### src/rtl/spu_voicekeyscheduler.sv
// SPU voice key scheduler: 24-voice x 32-slot timebase, pending KON/KOFF masks,
// per-voice key event application and ADSR sample strobe generation.
module spu_voicekeyscheduler #(
  parameter int unsigned VOICES      = 24,
  parameter int unsigned SLOTS       = 32,
  parameter int unsigned APPLY_SLOT  = 0,
  parameter int unsigned SAMPLE_SLOT = 2
) (
  input  logic              i_clk,
  input  logic              n_rst,
  input  logic              i_SPUEnable,
  input  logic              i_konWrite,
  input  logic              i_koffWrite,
  input  logic              i_writeUpper,
  input  logic [15:0]       i_writeData,
  input  logic              i_clearKON,
  output logic [4:0]        o_voiceIndex,
  output logic [4:0]        o_voiceSlot,
  output logic              o_validSampleStage2,
  output logic              o_applyKON,
  output logic              o_applyKOFF,
  output logic [VOICES-1:0] o_konActive,
  output logic [VOICES-1:0] o_pendingKON,
  output logic [VOICES-1:0] o_pendingKOFF
);

  localparam int unsigned IW         = 5;
  localparam int unsigned UPPER_BASE = 16;

  logic [IW-1:0]     voice_n;
  logic [IW-1:0]     slot_n;
  logic [VOICES-1:0] cur_bit;
  logic [VOICES-1:0] wr_mask;
  logic [VOICES-1:0] pend_kon_n;
  logic [VOICES-1:0] pend_koff_n;
  logic [VOICES-1:0] ka_n;
  logic              apply_kon_n;
  logic              apply_koff_n;
  logic              strobe_n;
  logic              fired_q;
  logic              fired_n;

  // Next-state: timebase advance, pending mask update, key event decision.
  // A voice's pending bit is retired at the end of its pulse cycle, so a write
  // landing in that cycle re-arms it for the next sample period.
  always_comb begin
    voice_n      = '0;
    slot_n       = '0;
    pend_kon_n   = '0;
    pend_koff_n  = '0;
    apply_kon_n  = 1'b0;
    apply_koff_n = 1'b0;
    strobe_n     = 1'b0;
    fired_n      = 1'b0;
    cur_bit      = VOICES'(1) << o_voiceIndex;
    wr_mask      = i_writeUpper ? (VOICES'(i_writeData[7:0]) << UPPER_BASE)
                                : VOICES'(i_writeData);
    ka_n         = (o_konActive & ~(((o_applyKOFF || i_clearKON)) ? cur_bit : '0))
                 | (o_applyKON ? cur_bit : '0);

    if (i_SPUEnable) begin
      fired_n = fired_q;
      if (32'(o_voiceSlot) == SLOTS - 1) begin
        slot_n  = '0;
        voice_n = (32'(o_voiceIndex) == VOICES - 1) ? '0 : o_voiceIndex + IW'(1);
      end else begin
        slot_n  = o_voiceSlot + IW'(1);
        voice_n = o_voiceIndex;
      end

      pend_kon_n  = (o_pendingKON  & ~(o_applyKON  ? cur_bit : '0))
                  | (i_konWrite  ? wr_mask : '0);
      pend_koff_n = (o_pendingKOFF & ~(o_applyKOFF ? cur_bit : '0))
                  | (i_koffWrite ? wr_mask : '0);

      // KON takes priority; a coexisting KOFF waits for the next sample period.
      if (32'(slot_n) == APPLY_SLOT) begin
        apply_kon_n  = pend_kon_n[voice_n];
        apply_koff_n = !pend_kon_n[voice_n] && pend_koff_n[voice_n];
        fired_n      = apply_kon_n || apply_koff_n;
      end

      strobe_n = (32'(slot_n) == SAMPLE_SLOT) && !fired_n;
    end
  end

  always_ff @(posedge i_clk or negedge n_rst) begin
    if (!n_rst) begin
      o_voiceIndex        <= '0;
      o_voiceSlot         <= '0;
      o_validSampleStage2 <= 1'b0;
      o_applyKON          <= 1'b0;
      o_applyKOFF         <= 1'b0;
      o_konActive         <= '0;
      o_pendingKON        <= '0;
      o_pendingKOFF       <= '0;
      fired_q             <= 1'b0;
    end else begin
      o_voiceIndex        <= voice_n;
      o_voiceSlot         <= slot_n;
      o_validSampleStage2 <= strobe_n;
      o_applyKON          <= apply_kon_n;
      o_applyKOFF         <= apply_koff_n;
      o_konActive         <= ka_n;
      o_pendingKON        <= pend_kon_n;
      o_pendingKOFF       <= pend_koff_n;
      fired_q             <= fired_n;
    end
  end

endmodule
### config.mk
export PLATFORM = sky130hd
export DESIGN_NAME = spu_voicekeyscheduler
export DESIGN_NICKNAME = d
export VERILOG_FILES = /design/src/rtl/spu_voicekeyscheduler.sv
export SDC_FILE = /design/constraint.sdc
export NUM_CORES = 1
export LEC_CHECK = 0
export CAP_MARGIN = 15
export CORE_UTILIZATION = 57
export CTS_BUF_LIST = sky130_fd_sc_hd__clkbuf_4
export DETAILED_ROUTE_END_ITERATION = 8
export PLACE_DENSITY_LB_ADDON = 0.2
export SLEW_MARGIN = 20
export SYNTH_ARGS = -nofsm -noshare
export SYNTH_HDL_FRONTEND = slang
export SYNTH_SLANG_ARGS = --single-unit
### constraint.sdc
create_clock -name i_clk -period 8.3 [get_ports i_clk]
set_input_delay 0.83 -clock i_clk [delete_from_list [all_inputs] [get_ports i_clk]]
set_output_delay 0.83 -clock i_clk [all_outputs]
set_load 0.03 [all_outputs]
### Yosys cells after proc, flatten, opt, wreduce, memory -nomap -nowiden

Cells that the tools add are included.

| word-level totals | value |
|---|---|
| register bits after elaboration | 86 |
| word-level logic and storage cells | 59 |

| operators by class | value |
|---|---|
| $add $sub $neg | 2 |
| order comparisons | 1 |
| equal/unequal tests | 3 |
| shift-type cells | 1 |
| mux-type cells | 27 |
| bitwise operators | 9 |
| reduce and logical (&&, ||, !) cells | 7 |

Operator list:

| kind | number |
|---|---|
| two-way mux 24 bit | 8 |
| AND 24 bit | 3 |
| inverter 24 bit | 3 |
| OR 24 bit | 3 |
| two-way mux 5 bit | 7 |
| << shifter 1 x 5 -> 24 bit (first input constant) | 1 |
| adder 5 x 1 -> 5 bit (second input constant) | 2 |
| binary-select mux 1 bit (select 5 bit) | 2 |
| equality test 5 bit (second input constant) | 2 |
| two-way mux 1 bit | 10 |
| less-than comparator 5 x 6 -> 1 bit (second input constant) | 1 |
| equality test 5 x 2 -> 1 bit (second input constant) | 1 |
| logical NOT 5 bit | 1 |
| logical AND 1 bit | 2 |
| logical NOT 1 bit | 2 |
| logical OR 1 bit | 2 |

### Longest topological paths before layout

| depth | value |
|---|---|
| word-level depth | 15 |
| depth in mapped cells | 13 |

### Least setup slack after synthesis

OpenSTA, ideal clock, no wires.

| timing | value |
|---|---|
| path kind | flip-flop to flip-flop |
| from | register o_voiceSlot[0] |
| to | register fired_q |
| setup time | 0.120 ns |
| data arrival time | 2.745 ns |
| data required time | 8.180 ns |
| path slack | 5.434 ns |
| stages on the path, launching flop included | 13 |
| path buffers | 1 |
| period minus slack after synthesis | 2.866 ns |
| cells stage by stage | dfrtp_1 ha_1 and3_1 ha_1 buf_2 nand4_1 mux2i_1 nand3_1 o32ai_1 a2111oi_0 nand3_1 nand4_1 o211a_1 |

| on the way | value |
|---|---|
| word-level cells in the longest chain between the ends | 11 |
| elaborated cells between the ends (all ways) | 17 |

Ends and longest elaborated chain:

| element | line | RTL |
|---|---|---|
| start, declared | 18 | `output logic [4:0] o_voiceSlot,` |
| start signal, assigned | 100 | `o_voiceSlot <= slot_n;` |
| equality test 5 bit | 63 | `if (32'(o_voiceSlot) == SLOTS - 1) begin` |
| two-way mux 5 bit | 63 |  |
| two-way mux 5 bit | 61 | `if (i_SPUEnable) begin` |
| binary-select mux 1 bit (select 5 bit) | 78, 79 |  |
| two-way mux 1 bit (not written as such) | 78, 79 |  |
| logical NOT 1 bit | 79 | `apply_koff_n = !pend_kon_n[voice_n] && pend_koff_n[voice_n];` |
| logical AND 1 bit | 79 |  |
| logical OR 1 bit | 80 | `fired_n = apply_kon_n \|\| apply_koff_n;` |
| two-way mux 1 bit * | 77 | `if (32'(slot_n) == APPLY_SLOT) begin` |
| two-way mux 1 bit * (2 in series) | 61 |  |
| via fired_n | 41 | `logic fired_n;` |
| end signal, assigned | 107 | `fired_q <= fired_n;` |
| end, declared | 40 | `logic fired_q;` |

The timed path passes the listed nets; every way through them passes the cells marked *. The select of a mux whose other input is x is not followed.

### Final worst setup path

Same ends and word-level chain as after synthesis.

==> out/metrics.csv <==
stage,metric,value,unit
detailed_routing,ratio of routed vias to standard cells,6.59,
synthesis,Synth Area in XOR/XNOR,0.536,%
sta,Final period util,42.5,%
sta,achievable clock frequency,0.283,GHz
sta,Total Neg Setup Slack,0,ns
worst_setup_path,CP max stage delay,0.63,ns
clock_network,clock-pin slew of the registers on the worst-case setup and hold paths,0.13,ns
clock_network,CTS H-tree depth,3,
synthesis,Post-synth top flop,dfrtp_1,
sta,final hold violations,0,
cells_and_area,fraction of layout cells with a size suffix above 1,6.14,%
cells_and_area,non-filler instance count after layout,724,
worst_setup_path,cell repeated most along the worst path,ha_1,
worst_setup_path,Required @ worst endpoint,8.64,ns
detailed_routing,remaining design rule violation count,0,
power,Worst VDD drop,0.0824,mV
synthesis,number of register bits inferred by synthesis,86,
clock_network,CTS tree,done,
die,site row count,33,
cells_and_area,NumNets Final,647,
clock_network,number of buffers between clock root and the deepest sink,2,
sta,final setup vio count,0,
sta,unrepaired setup endpoints after global routing,no,
worst_setup_path,depth of the most critical reg-to-reg path,11,
flow_run,number of max-capacitance violations reported,0,
placed_design,Placed Cells,708,
power,total power after layout,875,uW
placed_design,Final GP Congestion,0.950,
synthesis,"post-synthesis share of cell area spent on full adders, half adders and majority gates",2.55,%
synthesis,multiplexer share of the synthesized area,2.53,%
sta,shortest clock period the worst path allows after layout,3.53,ns
synthesis,Synth top area share,43.9,%
clock_network,number of buffers added by the clock tree synthesis step,9,
detailed_routing,routed vias,4768,
synthesis,cell type contributing the most total cell area after synthesis,dfrtp_1,
sta,Worst-Margin Slew,1.12,ns
worst_setup_path,Worst Path Max Fanout,26,
grt,largest net degree at the start of global routing,87,
sta,worst slew slack as a fraction of its limit,25.4,%
die,die boundary width,94.7,um
placed_design,HPWL reported at the end of detailed placement,10800,um
outcome,status,"finished, final reports clean",
clock_network,setup bufs post-CTS,0,
detailed_routing,detailed-router iteration count before antenna repair,8,
synthesis,average instance area after synthesis,9.28,um2
placed_design,Post-Place Worst Slack,4.61,ns
sta,"Slew Viols, Final",0,
grt,aggregate global routing overflow,0,
die,IO Count,108,
synthesis,number of standard cells after synthesis,528,
die,Starting Density,59.4,%
synthesis,Post-Syn Nets,561,
synthesis,sequential area share after synthesis,43.9,%
clock_network,clock insertion delay at the later pin of the skew report,0.44,ns
clock_network,Root Driver,clkbuf_4,
min_path,hold crit path type,input port to async pin,
synthesis,Synth Cell Area,4900,um2
worst_setup_path,Stages on worst setup path,11,
grt,vias in the first global route,4597,
synthesis,total number of yosys warnings,0,
die,area enclosed by the die boundary,8980,um2
cells_and_area,diode count,0,
synthesis,number of distinct standard cells referenced by the synthesized netlist,63,
synthesis,dominant combinational cell family by area after synthesis,compound AO/OA/AOI/OAI gates,
power,power per cell area,143,nW/um2
grt,aggregate global-route resource usage,36.2,%
worst_setup_path,"Cell Chain, Critical Path",ha_1 -> and3_1 -> ha_1 -> nand2b_1 -> o21ai_4 -> mux2_2 -> a221oi_1 -> nor3_1 -> a41oi_2 -> nand4_1 -> o211a_1,
synthesis,Post-synth EDFFs,0,
clock_network,"Hold-fix buffers, CTS",0,
worst_setup_path,CP top delay family,compound AO/OA/AOI/OAI gates,
worst_setup_path,category of the worst setup path capture point,flip-flop,
synthesis,"synthesized-area fraction occupied by ao, oa, aoi and oai cells",22.9,%
detailed_routing,total length of routed wires,15500,um
grt,first-pass GRT wire length,24200,um
worst_setup_path,buffer and inverter count on the worst path,0,
power,Leakage Power,2.42,nW
grt,number of antenna violations at the first check in global routing,0,
worst_setup_path,arrival time at the worst endpoint,3.86,ns
worst_setup_path,kind of start point of the critical path,flip-flop,
cells_and_area,post-synthesis to final-layout area growth,24.7,%
die,Core Region,8260,um2
detailed_routing,final routed wire length divided by cell count,21.4,um
detailed_routing,number of design-rule violations left by the first detailed-router iteration,453,
synthesis,synth top area cells,"dfrtp_1, nand2_1, o21ai_0",
clock_network,post_cts resized,0,
synthesis,"share of synthesized cell area in and, or, nand and nor gates",22.8,%
sta,post-layout worst setup margin,4.77,ns
die,Vert. Die Dim,94.7,um
detailed_routing,number of nets with antenna violations after routing,0,
sta,Fin Clk Skew,0.0214,ns
worst_setup_path,worst setup path class,flip-flop to flip-flop,
placed_design,port bufs,107,
synthesis,"Async S/R FF share, synth",100,%
clock_network,sinks on the clock net,86,
worst_setup_path,"slowest stage cell, crit path",o21ai_4,
state kept, by name, indices dropped and copies added (netlist names):
signal and count:
o_pendingKON 24, o_applyKOFF 1, o_konActive 24, o_applyKON 1
o_voiceSlot 5, o_pendingKOFF 24, fired_q 1, o_voiceIndex 5
o_validSampleStage2 1
worst reg2reg max path, delay by kind of cell, from the launching register on:
family                   cells  cell delay (ns)
multiplexers                 1             0.41
AND/OR/NAND/NOR              4             0.62
flip-flops                   1             0.45
AO/OA/AOI/OAI                4             1.30
adder cells (fa/ha/maj)      2             0.64
cells by family (layout without fill, tap and decap cells):
logic type      Yosys count  after routing
mux                      12             12
buf+inv                  45            136
compound gates          158            158
simple gates            214            214
xor+xnor                  3              3
flops                    86             86
fa+ha+maj                10             10
cells in the final DEF, fill, tap and decap left out, drive strengths merged, types with 4 or more instances in the layout:
| master | netlist | routed |
|---|---|---|
| or2 | 5 | 5 |
| nand3b | 6 | 6 |
| clkdlybuf4s50 | 0 | 106 |
| o31ai | 5 | 5 |
| dfrtp | 86 | 86 |
| clkinv | 0 | 4 |
| nand2b | 11 | 11 |
| nand3 | 19 | 19 |
| nor3 | 6 | 6 |
| nand2 | 81 | 81 |
| ha | 10 | 10 |
| nand4 | 6 | 6 |
| mux2i | 9 | 9 |
| a311oi | 5 | 5 |
| nand4bb | 4 | 4 |
| a21boi | 21 | 21 |
| a22oi | 19 | 19 |
| o21a | 8 | 8 |
| a21oi | 8 | 8 |
| nor2b | 24 | 24 |
| a221oi | 7 | 7 |
| buf | 15 | 6 |
| o21ai | 56 | 56 |
| clkbuf | 22 | 10 |
| inv | 8 | 8 |
| and2 | 20 | 20 |
| nor2 | 16 | 16 |
where the power goes:
part | leakage, nW | internal, mW | switching [mW]
Combinational | 1.29 | 0.0620 | 0.0907
Sequential | 1.05 | 0.435 | 0.0143
Clock | 0.0880 | 0.125 | 0.148
Total | 2.42 | 0.622 | 0.253
cell type report:
class / count / area [um2]
Tap cell: 105 / 131
Fill cell: 626 / 2150
Clock inverter: 6 / 86.3
Inverter: 8 / 30.0
Timing Repair Buffer: 112 / 1110
Sequential cell: 86 / 2150
Clock buffer: 10 / 75.1
Multi-Input combinational cell: 397 / 2530
through the flow:
step / hold slack [ns] / area [um2] / utilization, %
after detailed placement: 0.495 / 5940 / 71.9
final: 0.414 / 6110 / 74.0
after CTS: 0.529 / 6100 / 73.8
after floorplan: 0.508 / 4900 / -
after global routing: 0.471 / 6110 / 74.0
after global placement: 0.492 / 5940 / 71.9
per-layer routing:
| metal | GRT usage (%) | vias to the layer above | part of all wire [%] | wire, um |
|---|---|---|---|---|
| met4 | 19.2 | 0 | 3.9 | 604 |
| li1 | - | 2093 | - | - |
| met2 | 52.2 | 355 | 45 | 6940 |
| met5 | 0 | - | 0 | 0 |
| met1 | 50.2 | 2272 | 40 | 6230 |
| met3 | 9.02 | 48 | 11 | 1750 |
cell usage after synthesis (3+ instances only):
cell type   n
dfrtp_1    86
nand2_1    81
o21ai_0    53
nor2b_1    24
clkbuf_1   22
a21boi_0   21
a22oi_1    19
and2_1     19
nand3_1    19
nor2_1     16
nand2b_1   11
buf_2      10
ha_1       10
mux2i_1     9
a21oi_1     8
inv_1       8
a221oi_1    7
o21a_1      7
nand3b_1    6
nand4_1     6
nor3_1      6
o31ai_1     5
nand4bb_1   4
or2_2       4
a22o_1      3
a311oi_1    3
a31oi_1     3
and3_1      3
mux2_2      3
nand4b_1    3
or3_1       3
final timing paths:
| check | start | end | slack [ns] |
|---|---|---|---|
| max | o_voiceSlot[0] | fired_q | 4.77 |
| min | n_rst | o_konActive[13] | 0.41 |
| max reg2reg | o_voiceSlot[0] | fired_q | 4.77 |
| min reg2reg | o_konActive[9] | o_konActive[9] | 0.52 |
| max in group asynchronous | n_rst | o_pendingKOFF[23] | 7.32 |
| min in group i_clk | o_konActive[9] | o_konActive[9] | 0.52 |
No activity file was read; power rests on OpenSTA's default activity.
